$ cat src/rtl/jitter_clock_monitor_pkg.sv
// Shared definitions for the jitter clock monitor: FSM state encodings.
package jitter_clock_monitor_pkg;

  localparam logic [0:0] ST_IDLE    = 1'b0;
  localparam logic [0:0] ST_MEASURE = 1'b1;

endpackage

$ cat src/rtl/jitter_clock_monitor_sync_edge_detect.sv
// Synchronizer chain for an asynchronous input plus a delayed-flop edge detector.
// Both rising and falling edges raise EDGE for one cycle.
module sync_edge_detect #(
  parameter int SYNC_STAGES = 2
) (
  input  logic CLK,
  input  logic RESETN,
  input  logic D,
  output logic Q,
  output logic EDGE
);

  logic [SYNC_STAGES-1:0] sync_p0;
  logic                   q_d_p1;

  always_ff @(posedge CLK or negedge RESETN) begin
    if (!RESETN) begin
      sync_p0 <= '0;
      q_d_p1  <= 1'b0;
    end else begin
      sync_p0 <= {sync_p0[SYNC_STAGES-2:0], D};
      q_d_p1  <= sync_p0[SYNC_STAGES-1];
    end
  end

  assign Q    = sync_p0[SYNC_STAGES-1];
  assign EDGE = Q ^ q_d_p1;

endmodule

$ cat src/rtl/jitter_clock_monitor.sv
// Measures JCLK half-periods in CLK cycles; keeps min/max, short/long histogram
// counts and a sticky stall timeout.
module jitter_clock_monitor
  import jitter_clock_monitor_pkg::*;
#(
  parameter int CNT_WIDTH      = 16,
  parameter int HIST_WIDTH     = 16,
  parameter int SYNC_STAGES    = 2,
  parameter int THRESH         = 15,
  parameter int TIMEOUT_CYCLES = 1000
) (
  input  logic                  CLK,
  input  logic                  RESETN,
  input  logic                  JCLK,
  input  logic                  CLEAR,
  output logic                  MEAS_VALID,
  output logic                  MEAS_LEVEL,
  output logic [CNT_WIDTH-1:0]  MEAS_CYCLES,
  output logic [CNT_WIDTH-1:0]  MIN_CYCLES,
  output logic [CNT_WIDTH-1:0]  MAX_CYCLES,
  output logic [HIST_WIDTH-1:0] SHORT_COUNT,
  output logic [HIST_WIDTH-1:0] LONG_COUNT,
  output logic                  TIMEOUT_ERR,
  output logic                  ARMED
);

  localparam logic [CNT_WIDTH-1:0]  CNT_ONES  = '1;
  localparam logic [HIST_WIDTH-1:0] HIST_ONES = '1;
  localparam logic [CNT_WIDTH-1:0]  THRESH_C  = CNT_WIDTH'(THRESH);
  localparam logic [CNT_WIDTH-1:0]  TMO_C     = CNT_WIDTH'(TIMEOUT_CYCLES);

  function automatic logic [CNT_WIDTH-1:0] sat_inc_cnt(input logic [CNT_WIDTH-1:0] v);
    return (v == CNT_ONES) ? v : v + CNT_WIDTH'(1);
  endfunction

  function automatic logic [HIST_WIDTH-1:0] sat_inc_hist(input logic [HIST_WIDTH-1:0] v);
    return (v == HIST_ONES) ? v : v + HIST_WIDTH'(1);
  endfunction

  logic                 sync_q;
  logic                 jedge_p0;
  logic [0:0]           state;
  logic [CNT_WIDTH-1:0] cnt;
  logic                 meas_p0;
  logic                 tmo_p0;
  logic                 is_short_p0;

  sync_edge_detect #(
    .SYNC_STAGES(SYNC_STAGES)
  ) u_sync (
    .CLK   (CLK),
    .RESETN(RESETN),
    .D     (JCLK),
    .Q     (sync_q),
    .EDGE  (jedge_p0)
  );

  // Stage p0: decide this cycle's event; an edge beats a coincident timeout
  always_comb begin
    meas_p0     = (state == ST_MEASURE) && jedge_p0;
    tmo_p0      = (state == ST_MEASURE) && !jedge_p0 && (cnt == TMO_C);
    is_short_p0 = (cnt <= THRESH_C);
  end

  always_ff @(posedge CLK or negedge RESETN) begin
    if (!RESETN) begin
      state <= ST_IDLE;
      cnt   <= '0;
    end else begin
      cnt <= jedge_p0 ? CNT_WIDTH'(1) : sat_inc_cnt(cnt);
      if (jedge_p0)
        state <= ST_MEASURE;
      else if (tmo_p0)
        state <= ST_IDLE;
    end
  end

  // Stage p1: registered measurement and statistics
  always_ff @(posedge CLK or negedge RESETN) begin
    if (!RESETN) begin
      MEAS_VALID  <= 1'b0;
      MEAS_LEVEL  <= 1'b0;
      MEAS_CYCLES <= '0;
    end else begin
      MEAS_VALID <= meas_p0;
      if (meas_p0) begin
        MEAS_CYCLES <= cnt;
        MEAS_LEVEL  <= ~sync_q;
      end
    end
  end

  // A CLEAR coinciding with a measurement restarts the stats from that measurement
  always_ff @(posedge CLK or negedge RESETN) begin
    if (!RESETN) begin
      MIN_CYCLES  <= CNT_ONES;
      MAX_CYCLES  <= '0;
      SHORT_COUNT <= '0;
      LONG_COUNT  <= '0;
      TIMEOUT_ERR <= 1'b0;
    end else if (CLEAR) begin
      MIN_CYCLES  <= meas_p0 ? cnt : CNT_ONES;
      MAX_CYCLES  <= meas_p0 ? cnt : '0;
      SHORT_COUNT <= (meas_p0 && is_short_p0) ? HIST_WIDTH'(1) : '0;
      LONG_COUNT  <= (meas_p0 && !is_short_p0) ? HIST_WIDTH'(1) : '0;
      TIMEOUT_ERR <= tmo_p0;
    end else begin
      if (meas_p0) begin
        if (cnt < MIN_CYCLES) MIN_CYCLES <= cnt;
        if (cnt > MAX_CYCLES) MAX_CYCLES <= cnt;
        if (is_short_p0)
          SHORT_COUNT <= sat_inc_hist(SHORT_COUNT);
        else
          LONG_COUNT <= sat_inc_hist(LONG_COUNT);
      end
      if (tmo_p0) TIMEOUT_ERR <= 1'b1;
    end
  end

  assign ARMED = (state == ST_MEASURE);

endmodule

$ cat config.mk
export PLATFORM = sky130hd
export DESIGN_NAME = jitter_clock_monitor
export DESIGN_NICKNAME = d
export VERILOG_FILES = /design/src/rtl/jitter_clock_monitor_pkg.sv /design/src/rtl/jitter_clock_monitor_sync_edge_detect.sv /design/src/rtl/jitter_clock_monitor.sv
export SDC_FILE = /design/constraint.sdc
export NUM_CORES = 1
export LEC_CHECK = 0
export ABC_AREA = 1
export CELL_PAD_IN_SITES_DETAIL_PLACEMENT = 1
export CELL_PAD_IN_SITES_GLOBAL_PLACEMENT = 1
export CORE_ASPECT_RATIO = 2
export CORE_MARGIN = 2
export CORE_UTILIZATION = 43
export CTS_CLUSTER_SIZE = 12
export DETAILED_ROUTE_END_ITERATION = 16
export GPL_TIMING_DRIVEN = 0
export HOLD_SLACK_MARGIN = 0.03
export PLACE_DENSITY = 0.89
export REMOVE_ABC_BUFFERS = 1
export SETUP_SLACK_MARGIN = 0.05
export SYNTH_ARGS = -nofsm -noshare
export SYNTH_HDL_FRONTEND = slang
export SYNTH_SLANG_ARGS = --single-unit
$ cat constraint.sdc
create_clock -name CLK -period 3.35 [get_ports CLK]
set_input_delay 0.5025 -clock CLK [delete_from_list [all_inputs] [get_ports CLK]]
set_output_delay 0.5025 -clock CLK [all_outputs]
set_load 0.01 [all_outputs]
==> metrics <==
status=finished clean; synthesized area per cell=7.62 sq um; Via density=5.33; PortBufs=87; H-tree depth=3; Mapped Cells=795; Overall Global Routing Usage=0.255; crit end category=register; combinational share of power=0.182; Num CTS Buffers=9; Routed Antenna Nets=0; clock skew=10.1 ps; postcts setup bufs=0; core area=13800 sq um; Pint=2.15 mW; detailed placement HPWL=13.4 mm; largest net degree at the start of global routing=53; sequential power share=0.455; pwr/cell area=416 nW/um^2; clock power share=0.363; Worst Setup Start Kind=register; cell family with most CP delay=simple AND/OR/NAND/NOR gates; total number of yosys warnings=0; max frequency=343 MHz; vias in the first global route=6138; CTS tree=built; Starting Density=0.438; grt ovf=0; Clk pin slew, worst setup/hold paths=80 ps; final WL=18.2 mm; Slew HR=0.423; post-DR wirelength/cell=17.0 um; DRC=0; most common cell after layout, fill and taps aside=nand2_1; chip width=87.9 um; EDFF count, synth=0; height of the die=172 um; Final #Nets=913; Skew-Pair Late Insertion Delay=360 ps; Root Buffer=clkbuf_16; IO Pins=88; critical path arrival=3160 ps; LEAKAGE=3.63 nW; setup tns final=0 ps; Synth top area share=0.360; Max Cap Viol=0; Worst IR Drop VDD=0.272 mV; Final Cycle Share=0.871; initial drt markers=200; Setup Crit Path Kind=reg2reg; Yosys cell types=37; CP cell instances=nand2_1 -> nand2_2 -> nor2_4 -> inv_2 -> nand2_1 -> o211ai_1 -> buf_6 -> nand2_1 -> o21ai_0; Critical Path Slowest Stage Cell=nor2_4; initial antenna violation count=0; highest-count cells in the layout ignoring fill and taps=nand2_1 (231), inv_1 (95), dfrtp_1 (87); Area Overhead vs Synth=22.4%; Pre-antenna DRT Iters=4; worst slew pin tran=862 ps; first-pass GRT wire length=29.9 mm; Clock Sinks=103; Min-Delay Path Class=in2async; post-synthesis sequential area ratio=0.429; Final Hold Vio Count=0; Crit path largest cell delay=580 ps; unrepaired setup endpoints after global routing=false; NetSw=936 uW; Final Critical Period=2920 ps; cell taking the most area after synthesis=dfrtp_1; clock buffer depth=2; Setup Viol. Count Final=0; die area=15100 sq um; vias post-DR=5695; Rows=61; Required @ worst endpoint=3590 ps; antenna fix cells=0; Sw Share=0.304; Final Hold Slack=179 ps; RePlAce Congestion=0.875; Crit path buffers/inverters=2; layout cells sized above 1=0.0648; ys async rst share=1.00; Synth Flop Type=dfrtp_1; number of synthesized register bits=103; cell mode on critical path=nand2_1; Max Slew Vio Count=0; Post-Syn Area=6050 sq um; maximum fanout along the worst path=36; cells taking the most area after synthesis=dfrtp_1 (36%), nand2_1 (14%), ha_1 (7.2%)
[Yosys cell counts, types with 7 or more instances]
cell        n
ha_1       35
buf_2       8
xor2_1     18
nand3_1    83
dfstp_2    16
nor3_1     16
nand3b_1    8
dfrtp_1    87
o21a_1     17
nor2_1     75
nand2_2     7
a21oi_1    17
o21ai_0    18
inv_1      96
clkbuf_1    7
nand4_1    15
nand2_1   231
[worst reg2reg max path, delay by kind of cell (launching register included)]
kind	cells	cell delay, ps
and+or+nand+nor	5	1180
DFF	1	420
AOI/OAI and AO/OA	2	430
buffers and inverters	2	770
[power by group through the flow]
stage	Combinational [mW]	Sequential (mW)	Clock [mW]
2_1_floorplan	0.259	1.44	0
3_3_place_gp	0.539	1.42	0
3_5_place_dp	0.565	1.43	0
4_1_cts	0.573	1.40	1.14
5_1_grt	0.638	1.41	1.18
6_report	0.561	1.40	1.12
[through the flow]
step | setup WS, ps | area [sq um] | utilization | power, mW | instances
after floorplan | 962 | 5930 | - | 1.70 | 773
after global placement | -2330 | 7040 | 0.509 | 1.96 | 1049
after detailed placement | -23.2 | 7090 | 0.514 | 1.99 | 1052
after CTS | 400 | 7410 | 0.536 | 3.12 | 1068
after global routing | 149 | 7410 | 0.536 | 3.23 | 1068
final | 432 | 7410 | 0.536 | 3.08 | 1068
[per-layer routing]
metal	track usage	up-vias	wire length (um)
met3	0.0413	40	576
met2	0.499	95	10700
met1	0.253	2859	6280
met4	0.112	0	607
li1	-	2701	-
met5	0	-	0
[path summary, 6_finish.rpt]
check                      cells after the start  slack (ps)         startpoint                end
min in group CLK                               0         370  u_sync.sync_p0[0]  u_sync.sync_p0[1]
max                                            9         430  u_sync.sync_p0[1]      LONG_COUNT[2]
max reg2reg                                    9         430  u_sync.sync_p0[1]      LONG_COUNT[2]
min                                            1         180             RESETN     SHORT_COUNT[7]
max in group asynchronous                      2        2390             RESETN     MIN_CYCLES[13]
min reg2reg                                    0         370  u_sync.sync_p0[0]  u_sync.sync_p0[1]
[cell families (layout without fill, tap and decap cells)]
family,count (synthesis),count (layout),share of synthesized area
adder cells (fa/ha/maj),35,35,0.0723
buffers and inverters,122,206,0.0833
XOR/XNOR,22,22,0.0318
flip-flops,103,103,0.429
AND/OR/NAND/NOR,451,451,0.323
AO/OA/AOI/OAI,62,62,0.0603
[sequential cells by signal, summed over array words and instances, names as in the netlist]
signal / count
LONG_COUNT: 16
MAX_CYCLES: 16
MEAS_CYCLES: 16
MIN_CYCLES: 16
SHORT_COUNT: 16
cnt: 16
u_sync.sync_p0: 2
ARMED: 1
MEAS_LEVEL: 1
MEAS_VALID: 1
TIMEOUT_ERR: 1
u_sync.q_d_p1: 1
[layout make-up]
type,instances,area [sq um]
tap,189,236
timing repair buffer,90,927
clock inverter,7,83.8
fill,1706,6410
multi-input combinational,570,2960
inverter,100,380
sequential,103,2600
clock buffer,9,225
[timing repair]
action                                  4_1_cts  5_1_grt
hold endpoints to repair                      0        0
hold buffers                                  0        0
endpoints found under the setup margin       12        0
resized for setup                             1        0
Note: power is estimated with default switching activity, not from simulation.
